--- config.mk ---
export PLATFORM = sky130hd
export DESIGN_NAME = fetch_stage_flat
export DESIGN_NICKNAME = d
export VERILOG_FILES = /design/src/rtl/fetch_stage_if.sv /design/src/rtl/fetch_stage.sv /design/src/flat_wrapper.sv
export SDC_FILE = /design/constraint.sdc
export NUM_CORES = 1
export LEC_CHECK = 0
export CORE_ASPECT_RATIO = 1.25
export CORE_MARGIN = 1
export CORE_UTILIZATION = 36
export DETAILED_ROUTE_END_ITERATION = 8
export PLACE_DENSITY = 0.63
export REMOVE_ABC_BUFFERS = 1
export SYNTH_ARGS = -nofsm -noshare
export SYNTH_HDL_FRONTEND = slang
export SYNTH_SLANG_ARGS = --single-unit
--- constraint.sdc ---
create_clock -name clk -period 28.3 [get_ports clk]
set_clock_uncertainty 0.1 [all_clocks]
set_input_delay 5.66 -clock clk [delete_from_list [all_inputs] [get_ports clk]]
set_output_delay 5.66 -clock clk [all_outputs]
set_load 0.005 [all_outputs]
--- src/rtl/fetch_stage_if.sv ---
// Line-fill bus between the fetch stage (master) and instruction memory (slave).
interface fetch_stage_if;
  logic         mem_req;
  logic [31:0]  mem_addr;
  logic         mem_ack;
  logic [127:0] mem_rdata;

  modport master (
    output mem_req,
    output mem_addr,
    input  mem_ack,
    input  mem_rdata
  );

  modport slave (
    input  mem_req,
    input  mem_addr,
    output mem_ack,
    output mem_rdata
  );
endinterface

--- src/rtl/fetch_stage.sv ---
// MIRI instruction-fetch stage: PC, 4-line x 16 B direct-mapped instruction
// cache, and a two-state miss handler that fills one line over req/ack.
module fetch_stage #(
  parameter logic [31:0] PC_RESET  = 32'h0000_1000,
  parameter logic [31:0] NOP_INSTR = 32'h0000_0000
) (
  input  logic          clk,
  input  logic          reset,
  input  logic          en_fetch,
  input  logic          branch_taken,
  input  logic [31:0]   branch_target,
  fetch_stage_if.master mem,
  output logic [31:0]   instruction,
  output logic [31:0]   pc_out,
  output logic          block_pipe_instr_cache
);

  typedef enum logic {RUN = 1'b0, REQ = 1'b1} state_t;

  state_t           state;
  logic [31:0]      pc;
  logic [31:4]      miss_line;   // line address of the outstanding miss
  logic [3:0]       valid;
  logic [31:6]      tag_q  [4];
  logic [3:0][31:0] data_q [4];

  logic [1:0]  idx;
  logic [1:0]  fill_idx;
  logic        hit;
  logic        fill;
  logic [31:0] hit_word;

  // Lookup: index = pc[5:4], tag = pc[31:6], word = pc[3:2].
  assign idx      = pc[5:4];
  assign hit      = valid[idx] && (tag_q[idx] == pc[31:6]);
  assign hit_word = data_q[idx][pc[3:2]];

  // A fill only happens while a request is outstanding; stray acks are ignored.
  assign fill     = (state == REQ) && mem.mem_ack;
  assign fill_idx = miss_line[5:4];

  // Only two states exist, so "RUN and miss" reduces to "not hit".
  assign block_pipe_instr_cache = (state == REQ) || !hit;

  // Address is derived from the latched miss line, so it cannot move during REQ.
  assign mem.mem_addr = {miss_line, 4'b0000};

  // Control FSM, PC and the registered instruction/pc_out outputs.
  // NOTE: every register here uses <= so all updates see pre-edge values;
  // mixing in = would make the result depend on statement order.
  always_ff @(posedge clk or negedge reset) begin
    if (!reset) begin
      state       <= RUN;
      pc          <= PC_RESET;
      pc_out      <= PC_RESET;
      instruction <= NOP_INSTR;
      miss_line   <= PC_RESET[31:4];
      valid       <= '0;
      mem.mem_req <= 1'b0;
    end else begin
      case (state)
        RUN: begin
          // A miss starts a fill even when fetch is stalled or redirected.
          if (!hit) begin
            state       <= REQ;
            miss_line   <= pc[31:4];
            mem.mem_req <= 1'b1;
          end
        end
        REQ: begin
          if (mem.mem_ack) begin
            state           <= RUN;
            valid[fill_idx] <= 1'b1;
            mem.mem_req     <= 1'b0;
          end
        end
        default: begin
          state       <= RUN;
          mem.mem_req <= 1'b0;
        end
      endcase

      // Redirect beats normal fetch; a fill in flight still lands on miss_line.
      if (branch_taken) begin
        pc          <= branch_target & ~32'h3;
        instruction <= NOP_INSTR;
      end else if (en_fetch) begin
        if (block_pipe_instr_cache) begin
          instruction <= NOP_INSTR;
        end else begin
          instruction <= hit_word;
          pc_out      <= pc;
          pc          <= pc + 32'd4;
        end
      end
    end
  end

  // Tag and data arrays, written when the memory returns the line.
  // NOTE: no reset on these arrays; the valid bits alone make stale
  // contents unreachable, and leaving them unreset keeps them RAM-mappable.
  always_ff @(posedge clk) begin
    if (fill) begin
      tag_q[fill_idx]  <= miss_line[31:6];
      data_q[fill_idx] <= mem.mem_rdata;
    end
  end

endmodule

--- src/flat_wrapper.sv ---
// flat-port wrapper written by rule: the top's interface ports become plain ports
module fetch_stage_flat 
#(
  parameter logic [31:0] PC_RESET  = 32'h0000_1000,
  parameter logic [31:0] NOP_INSTR = 32'h0000_0000
)
  (clk, reset, en_fetch, branch_taken, branch_target, instruction, pc_out, block_pipe_instr_cache, mem_mem_req, mem_mem_addr, mem_mem_ack, mem_mem_rdata);
  fetch_stage_if mem_i ();
  input  logic clk;
  input  logic reset;
  input  logic en_fetch;
  input  logic branch_taken;
  input  logic [31:0] branch_target;
  output logic [31:0] instruction;
  output logic [31:0] pc_out;
  output logic block_pipe_instr_cache;
  output wire logic [$bits(mem_i.mem_req)-1:0] mem_mem_req;
  output wire logic [$bits(mem_i.mem_addr)-1:0] mem_mem_addr;
  input wire logic [$bits(mem_i.mem_ack)-1:0] mem_mem_ack;
  input wire logic [$bits(mem_i.mem_rdata)-1:0] mem_mem_rdata;
  assign mem_mem_req = mem_i.mem_req;
  assign mem_mem_addr = mem_i.mem_addr;
  assign mem_i.mem_ack = mem_mem_ack;
  assign mem_i.mem_rdata = mem_mem_rdata;
  fetch_stage #(.PC_RESET(PC_RESET), .NOP_INSTR(NOP_INSTR)) u_core (.clk(clk), .reset(reset), .en_fetch(en_fetch), .branch_taken(branch_taken), .branch_target(branch_target), .mem(mem_i), .instruction(instruction), .pc_out(pc_out), .block_pipe_instr_cache(block_pipe_instr_cache));
endmodule
Yosys cells after proc, flatten, opt, wreduce, memory -nomap -nowiden
Memory sizes are Yosys's and may differ from the RTL's.
Index checks and enable logic that the tools add are counted.
{"block": "op_classes", "add_sub_neg": 1, "n_mul": 0, "div_mod_pow": 0, "n_lt_le_gt_ge": 4, "eq_ne": 4, "shifts": 0, "mux": 20, "bitwise": 5, "reduce_logical": 11}
{"op": "2-to-1 mux 32 bit", "count": 7}
{"op": "binary-select mux 32 bit (select 2 bit)", "count": 1}
{"op": "adder 32 x 3 -> 32 bit, second input constant", "count": 1}
{"op": "== test 26 bit", "count": 1}
{"op": "< comparator 2 x 3 -> 1 bit, second input constant", "count": 3}
{"op": "2-to-1 mux 1 bit", "count": 8}
{"op": "AND reduction 2 bit", "count": 4}
{"op": "!= test 2 bit, second input constant", "count": 3}
{"op": "inverter 1 bit", "count": 4}
{"op": "OR 4 bit", "count": 1}
{"op": "case mux 1 bit (2 select lines)", "count": 2}
{"op": "logical AND 1 bit", "count": 3}
{"op": "AND reduction 3 bit", "count": 1}
{"op": "binary-select mux 1 bit (select 2 bit)", "count": 1}
{"op": "demux 1 bit (select 2 bit)", "count": 1}
{"op": "greater-or-equal comparator 2 x 1 -> 1 bit, second input constant", "count": 1}
{"op": "nonzero test 2 bit", "count": 1}
{"op": "logical NOT 1 bit", "count": 1}
{"op": "logical OR 1 bit", "count": 1}
{"block": "word_totals", "ff_bits": 130, "latchBits": 0, "ramBits": 616, "rom_bits": 0, "in_bits": 165, "output_inout_bits": 98, "word_cells": 54, "n_memories": 2}
{"memory": "u_core.data_q", "depth": 4, "width": 128, "read_ports": 1, "rd_ports_with_merged_regs": 0, "write_ports": 1, "line": "fetch_stage.sv:25", "rtl": "logic [3:0][31:0] data_q [4];"}
{"memory": "u_core.tag_q", "depth": 4, "width": 26, "read_ports": 1, "rd_ports_with_merged_regs": 0, "write_ports": 1, "line": "fetch_stage.sv:24", "rtl": "logic [31:6] tag_q [4];"}

Depth between registers and ports, before layout
Gate-level depths: netlist of the first run.
{"block": "depth", "word_depth": 8, "ltp_mapped": 13, "mapped_depth_nobuf": 8}

Worst setup path before layout of the first run
Ideal clock, no wire load.
{"block": "synth_timing", "kind": "input port to flip-flop", "from": "input mem_mem_ack", "to": "register u_core.valid[2]", "setup_time_ps": 136, "t_arrival_ps": 17964, "required_time_ps": 28064, "path_slack_ps": 10099, "path_stages": 3, "path_buffers": 0, "path_cell_list": "nand2_1 > nor3b_1 > or2_2"}
{"block": "synth_between", "elab_chain_len": 1}
{"item": "start, declared", "line": "flat_wrapper.sv:19", "rtl": "input wire logic [$bits(mem_i.mem_ack)-1:0] mem_mem_ack;"}
{"item": "AND reduction 2 bit (no source line)"}
{"item": "end signal, assigned", "line": "fetch_stage.sv:58", "rtl": "valid <= '0;"}
{"item": "end signal, assigned by index", "line": "fetch_stage.sv:73", "rtl": "valid[fill_idx] <= 1'b1;"}
{"item": "end, declared", "line": "fetch_stage.sv:23", "rtl": "logic [3:0] valid;"}
Every way passes these cells.
A chain may end at the register's enable or synchronous reset.

Final worst setup path of the first run
{"block": "layout_timing", "from": "register u_core.pc[4]", "to": "output block_pipe_instr_cache"}
{"block": "layout_between", "elab_chain_len": 5, "elab_cells_between_ends": 7, "cone_classes": "1 x eq/ne; 2 x mux; 3 x reduce/logical; 1 x memory"}
{"item": "start, declared", "line": "fetch_stage.sv:21", "rtl": "logic [31:0] pc;"}
{"item": "start signal, assigned", "line": "fetch_stage.sv:85", "rtl": "pc <= branch_target & ~32'h3;"}
{"item": "start signal, assigned", "line": "fetch_stage.sv:93", "rtl": "pc <= pc + 32'd4;"}
{"item": "memory (4 x 26 bit) / binary-select mux 1 bit (select 2 bit) (equally long branches)"}
{"item": "== test 26 bit / 2-to-1 mux 1 bit (equally long branches)", "line": "fetch_stage.sv:35", "rtl": "assign hit = valid[idx] && (tag_q[idx] == pc[31:6]);"}
{"item": "logical AND 1 bit (*)", "line": "fetch_stage.sv:35"}
{"item": "logical NOT 1 bit (*)", "line": "fetch_stage.sv:43", "rtl": "assign block_pipe_instr_cache = (state == REQ) || !hit;"}
{"item": "logical OR 1 bit (*)", "line": "fetch_stage.sv:43"}
{"item": "end, declared", "line": "flat_wrapper.sv:16", "rtl": "output logic block_pipe_instr_cache;"}
Mark *: on every way between the ends. The rest lies on a longest branch, timed or not. The select of a mux whose other input is x is not followed.

==> results.json, run 1 <==
{
  "status": "finished clean",
  "min_period_over_period_pct": 37.6,
  "crit_fanout": 41,
  "p_per_area_nw_per_um2": 72.3,
  "cts_tree": "yes",
  "synth_area_um2": 28900,
  "end_kind": "output pin",
  "synthToLayoutAreaGrowth_pct": 21.6,
  "drt_iter0_drc": 850,
  "fin_tns_setup_ns": 0,
  "fmaxAchievable_mhz": 93.9,
  "cts_sinks": 742,
  "yosysMostFrequentCell": "edfxtp_1",
  "grt_pass1_wl_mm": 101,
  "max_cap_viol_count": 0,
  "yosys-top-cells-count": "edfxtp_1, mux4_2, dfrtp_1, mux2_2, clkbuf_1",
  "cpMostUsedCell": "buf_4",
  "start_util_pct": 36.6,
  "place.gp.congestion": 0.812,
  "startpoint_type": "register",
  "arrival_ns": 4.89,
  "critPathTopFamily": "buffers and inverters",
  "r2r_setup_slack_ns": 21.67,
  "final_layout_size_suffix_gt1_share_pct": 23.4,
  "avgSynthCellArea_um2": 20.7,
  "dominantRegCellSynth": "edfxtp_1",
  "clockRootBuffer": "clkbuf_16",
  "path_cells": "buf_4 -> mux2i_1 -> o21ai_0 -> nor4_1 -> a32oi_1 -> or3_1 -> buf_4 -> nand4bb_1 -> or2_2 -> clkdlybuf4s50_1",
  "routed_wl_mm": 66.0,
  "leakage_nw": 11.7,
  "irDropWorstVdd_uv": 56.4,
  "hp-start": "u_core.valid[3]",
  "antenna_left": 0,
  "placed_area_um2": 32600,
  "hold_slack_ns": 0.370,
  "synthArstFlopShare_pct": 17.0,
  "clkLatencyLatePin_ns": 0.63,
  "grt_max_degree": 106,
  "grt_pass1_vias": 15640,
  "yosysTopAreaCell": "edfxtp_1",
  "netlist_instances": 1397,
  "synth_area_leaders": "edfxtp_1, mux4_2, dfrtp_1",
  "synth-warning-count": 0,
  "layout_min_cycle_time_ns": 10.65,
  "hold_class": "reg2reg",
  "relSlewSlack_pct": 33.9,
  "clockBufferDepth": 3,
  "holdBufCountCts": 0,
  "overflow": 0,
  "setup_slack_ns": 17.65,
  "viasPerCell": 5.12,
  "clk_pin_slew_ns": 0.06,
  "synth_top_area_share_pct": 64.0,
  "fin_util_pct": 44.5,
  "cp_slowest_stage_delay_ns": 0.92,
  "synth_cell_types": 53,
  "r2r_start": "u_core.pc[4]",
  "finish.instance_area_um2": 35100,
  "dpl.hpwl_mm": 39.4,
  "drt-wirelength-per-cell_um": 23.7,
  "drv_slew": 0,
  "die_area_um2": 81400,
  "boundaryPins": 263,
  "first_pass_iters": 5,
  "finalHoldViolations": 0,
  "fin_cells": 2779,
  "die_x_um": 255,
  "post_cts_resized": 0,
  "finalPower_mw": 2.54,
  "synth_edf_count": 616,
  "vias": 14216,
  "r2r_end": "u_core.pc_out[5]",
  "min_to": "u_core.valid[3]",
  "fp.dieH_um": 319,
  "coreArea_um2": 79000,
  "dpl_worst_slack_ns": 18.21,
  "dp_cells": 2640,
  "min_path_cells": 1,
  "rsz0062_at_grt": "no",
  "cts_setup_buffers": 0,
  "route.detailed.drc": 0,
  "cp.required_ns": 22.54,
  "setup_viol": 0,
  "finalNetCount": 1830,
  "worstPathBufferInverterCount": 3,
  "path_class": "reg2out",
  "worstRegToRegCells": 10,
  "grt_util_all_layers_pct": 16.6,
  "cp_slowest_cell": "dfrtp_4",
  "h-tree-depth": 3,
  "synth-seq-cells": 742,
  "cts_buffers": 75,
  "fp-row-count": 115,
  "yosysSeqAreaShare_pct": 75.0,
  "io_buffer_count": 254,
  "antenna_found_initial": 2,
  "fill_cells": 6677,
  "worst_pin_slew_ns": 0.992
}
worst max path at each step:
stage / startpoint / endpoint / slack, ns / cells past startpoint
finish: u_core.pc[4] / block_pipe_instr_cache / 17.65 / 10
global route: u_core.pc[4] / block_pipe_instr_cache / 17.29 / 10
CTS: u_core.pc[4] / block_pipe_instr_cache / 17.51 / 9
detailed placement: u_core.pc[4] / block_pipe_instr_cache / 18.21 / 9
global placement: u_core.pc[4] / block_pipe_instr_cache / 18.21 / 9
floorplan: mem_mem_ack / u_core.valid[2] / 10.10 / 3
final cells by class:
| cell class | count | area (um^2) | area share, % |
|---|---|---|---|
| diodes | 1 | 2.50 | 0.00712 |
| clock buffers | 112 | 2270 | 6.47 |
| clock inverters | 26 | 298 | 0.848 |
| inverters | 7 | 26.3 | 0.0748 |
| multi-input cells | 559 | 6810 | 19.4 |
| flip-flops and latches | 742 | 21700 | 61.7 |
| well taps | 1053 | 1320 | 3.75 |
| repair buffers | 279 | 2740 | 7.80 |
kinds of logic after synthesis:
| family | count (synthesis) | synth area share, % |
|---|---|---|
| buffers and inverters | 101 | 1.62 |
| muxes | 264 | 17.0 |
| DFF | 742 | 75.0 |
| AOI/OAI and AO/OA | 91 | 2.26 |
| adders and majority gates | 1 | 0.0433 |
| other | 1 | 0.0130 |
| xor gates and xnor gates | 39 | 1.18 |
| and+or+nand+nor | 158 | 2.94 |
state kept, by name (all words and copies together), names as in the netlist:
signal              cells
u_core.data_q         512
u_core.tag_q          104
u_core.instruction     32
u_core.pc              30
u_core.pc_out          30
u_core.miss_line       28
u_core.valid            4
u_core.mem.mem_req      1
u_core.state            1
power by group:
part | switching (mW) | leakage, nW | internal (mW)
registers | 0.0402 | 7.23 | 1.26
clock network | 0.409 | 1.27 | 0.605
logic | 0.110 | 3.17 | 0.115
layout by cell type, fill, tap and decap left out, types with 4 or more instances in the layout:
cell type,n
edfxtp_1,616
dfrtp_1,119
mux2_2,60
clkbuf_8,15
nand2_1,42
clkinv_2,12
a31oi_1,4
nor2b_1,8
o21ai_0,27
mux2i_1,29
clkbuf_1,17
o2bb2ai_1,4
or2_2,6
and3_1,12
mux4_2,175
and2_1,7
inv_1,6
nor2_1,13
bufinv_16,5
buf_4,24
conb_1,6
nand3_1,13
clkdlybuf4s50_1,252
nor3_1,18
nand4_1,10
a22o_1,33
a21oi_1,5
nor4_1,5
clkbuf_16,80
xnor2_1,36
metal layers:
layer  routed length (um)  track usage [%]  vias up
li1                     -                -     6238
met3                 3960             3.94       82
met4                 1300             5.18        2
met5                   10                0        -
met1                27500             21.0     7514
met2                33200             28.0      380
Note: power is estimated with default switching activity, not from simulation.
==> inputs of run 2 (changes only) <==
--- a/config.mk
+++ b/config.mk
@@ -9,7 +9,7 @@
 export CORE_MARGIN = 1
 export CORE_UTILIZATION = 36
 export DETAILED_ROUTE_END_ITERATION = 8
-export PLACE_DENSITY = 0.63
+export PLACE_DENSITY = 0.65
 export REMOVE_ABC_BUFFERS = 1
 export SYNTH_ARGS = -nofsm -noshare
 export SYNTH_HDL_FRONTEND = slang
==> constraint.sdc (replaced) <==
create_clock -name clk -period 8.6 [get_ports clk]
set_clock_uncertainty 0.1 [all_clocks]
set_input_delay 1.72 -clock clk [delete_from_list [all_inputs] [get_ports clk]]
set_output_delay 1.72 -clock clk [all_outputs]
set_load 0.005 [all_outputs]
==> run 2 against run 1 <==
  * Largest power group unchanged
  * Global-route usage is 0.40 points lower
  * Wire length is 2.1% lower
  * Flip-flop and latch count stayed put
  * Cell area is 0.39% higher
  * Clock power grew to 3.5 times the previous value
  * Sequential power grew to 3.3 times the previous value
  * First-iteration DRC count is 4.0% higher
  * Cell count is 0.11% higher
  * Non-clock buffer count is 1 higher
==> results.json, run 2 (synthesized netlist as in run 1, its figures left out) <==
{
  "status": "finished clean",
  "finalHoldViolations": 0,
  "largest_registers": "u_core.data_q: 512 flops, u_core.tag_q: 104 flops, u_core.instruction: 32 flops",
  "largest_reg_flops": 512,
  "cts_buffers": 76,
  "r2r_setup_slack_ns": 3.15,
  "cp_slowest_cell": "dfrtp_4",
  "overflow": 0,
  "rsz0062_at_grt": "no",
  "drt_iter0_drc": 884,
  "cp.required_ns": 6.78,
  "dp_cells": 2641,
  "layout_common_cells": "edfxtp_1, clkdlybuf4s50_1, mux4_2, dfrtp_1, clkbuf_16",
  "multi_input_area_um2": 6810,
  "crit_fanout": 54,
  "clockBufferDepth": 3,
  "end_kind": "output pin",
  "post_cts_resized": 0,
  "relSlewSlack_pct": 24.3,
  "max_cap_viol_count": 0,
  "antenna_found_initial": 1,
  "r2r_start": "u_core.pc[4]",
  "hold_slack_ns": 0.367,
  "routed_wl_mm": 64.6,
  "synthToLayoutAreaGrowth_pct": 22.1,
  "antenna_left": 0,
  "grt_max_degree": 70,
  "worstRegToRegCells": 11,
  "worst_pin_slew_ns": 1.14,
  "leakage_nw": 11.7,
  "critPathTopFamily": "buffers and inverters",
  "arrival_ns": 4.68,
  "layout_commonest_cell": "edfxtp_1",
  "holdBufCountCts": 0,
  "hold_class": "reg2reg",
  "clockRootBuffer": "clkbuf_16",
  "boundaryPins": 263,
  "irDropWorstVdd_uv": 169,
  "finalPower_mw": 8.54,
  "place.gp.congestion": 0.851,
  "dpl.hpwl_mm": 38.6,
  "route.detailed.drc": 0,
  "fmaxAchievable_mhz": 154,
  "fp.dieH_um": 319,
  "startpoint_type": "register",
  "grt_pass1_wl_mm": 98.9,
  "first_pass_iters": 5,
  "io_buffer_count": 254,
  "cp.depth": 8,
  "die_x_um": 255,
  "worstPathBufferInverterCount": 2,
  "cts_setup_buffers": 0,
  "coreArea_um2": 79000,
  "min_period_over_period_pct": 75.6,
  "path_cells": "buf_4 -> mux2i_1 -> o2bb2ai_1 -> o21ai_0 -> nor4b_2 -> nand4bb_1 -> or2_2 -> clkdlybuf4s50_1",
  "regMostFlops": "u_core.data_q",
  "drt-wirelength-per-cell_um": 23.2,
  "fp-row-count": 115,
  "clkLatencyLatePin_ns": 0.61,
  "critPathCapture": "block_pipe_instr_cache",
  "r2r_end": "u_core.pc_out[2]",
  "vias": 14191,
  "setup_viol": 0,
  "regArea_um2": 21700,
  "layout_min_cycle_time_ns": 6.50,
  "die_area_um2": 81400,
  "cts_tree": "yes",
  "clk_pin_slew_ns": 0.06,
  "cp_slowest_stage_delay_ns": 1.10,
  "fill_cells": 6679,
  "grt_pass1_vias": 15521,
  "fin_cells": 2782,
  "finalNetCount": 1832,
  "p_per_area_nw_per_um2": 242,
  "critPathLaunch": "u_core.pc[4]",
  "h-tree-depth": 3,
  "viasPerCell": 5.10,
  "path_class": "reg2out",
  "drv_slew": 0,
  "grt_util_all_layers_pct": 16.2,
  "cts_sinks": 742,
  "final_layout_size_suffix_gt1_share_pct": 23.5,
  "start_util_pct": 36.6
}
[run 2: changes by cell type in the layout (fill, tap and decap cells not counted), sizes merged]
cell      delta
buf          +2
bufinv       +9
clkbuf      -13
clkinv       -1
clkinvlp     +3
inv          +3
[run 2: metal layers]
metal	track usage (%)	wire length (um)
met5	0	0
met4	4.52	1140
met3	4.07	4180
met2	27.5	32700
met1	20.4	26500
[run 2: metrics by stage]
| step | util (%) | cell area [um^2] | setup slack [ns] | setup TNS (ns) |
|---|---|---|---|---|
| 2_1_floorplan | - | 28500 | -5.66 | -2528.70 |
| 5_1_grt | 44.6 | 35300 | 1.62 | 0 |
| 4_1_cts | 44.6 | 35300 | 1.84 | 0 |
| 3_3_place_gp | 41.2 | 32600 | 2.52 | 0 |
| 6_report | 44.7 | 35300 | 2.10 | 0 |
| 3_5_place_dp | 41.2 | 32600 | 2.54 | 0 |
[run 2: layout make-up]
class | instances | share of cell area [%]
Antenna cell | 1 | 0.00709
Clock buffer | 100 | 5.97
Clock inverter | 40 | 1.68
Inverter | 7 | 0.0745
Multi-Input combinational cell | 559 | 19.3
Sequential cell | 742 | 61.4
Tap cell | 1053 | 3.74
Timing Repair Buffer | 280 | 7.79
[run 2: where the power goes]
part	switching, mW	internal [mW]	leakage (nW)
registers	0.137	4.15	7.23
clock network	1.36	2.16	1.32
logic	0.355	0.378	3.18
total	1.85	6.69	11.7
[run 2: how the worst min path moves through the flow]
stage,from,to,cells past startpoint
2_1_floorplan,u_core.valid[2],u_core.valid[2],1
3_3_place_gp,u_core.valid[1],u_core.valid[1],1
3_5_place_dp,u_core.valid[2],u_core.valid[2],1
4_1_cts,u_core.valid[2],u_core.valid[2],1
5_1_grt,u_core.valid[3],u_core.valid[3],1
6_report,u_core.valid[2],u_core.valid[2],1
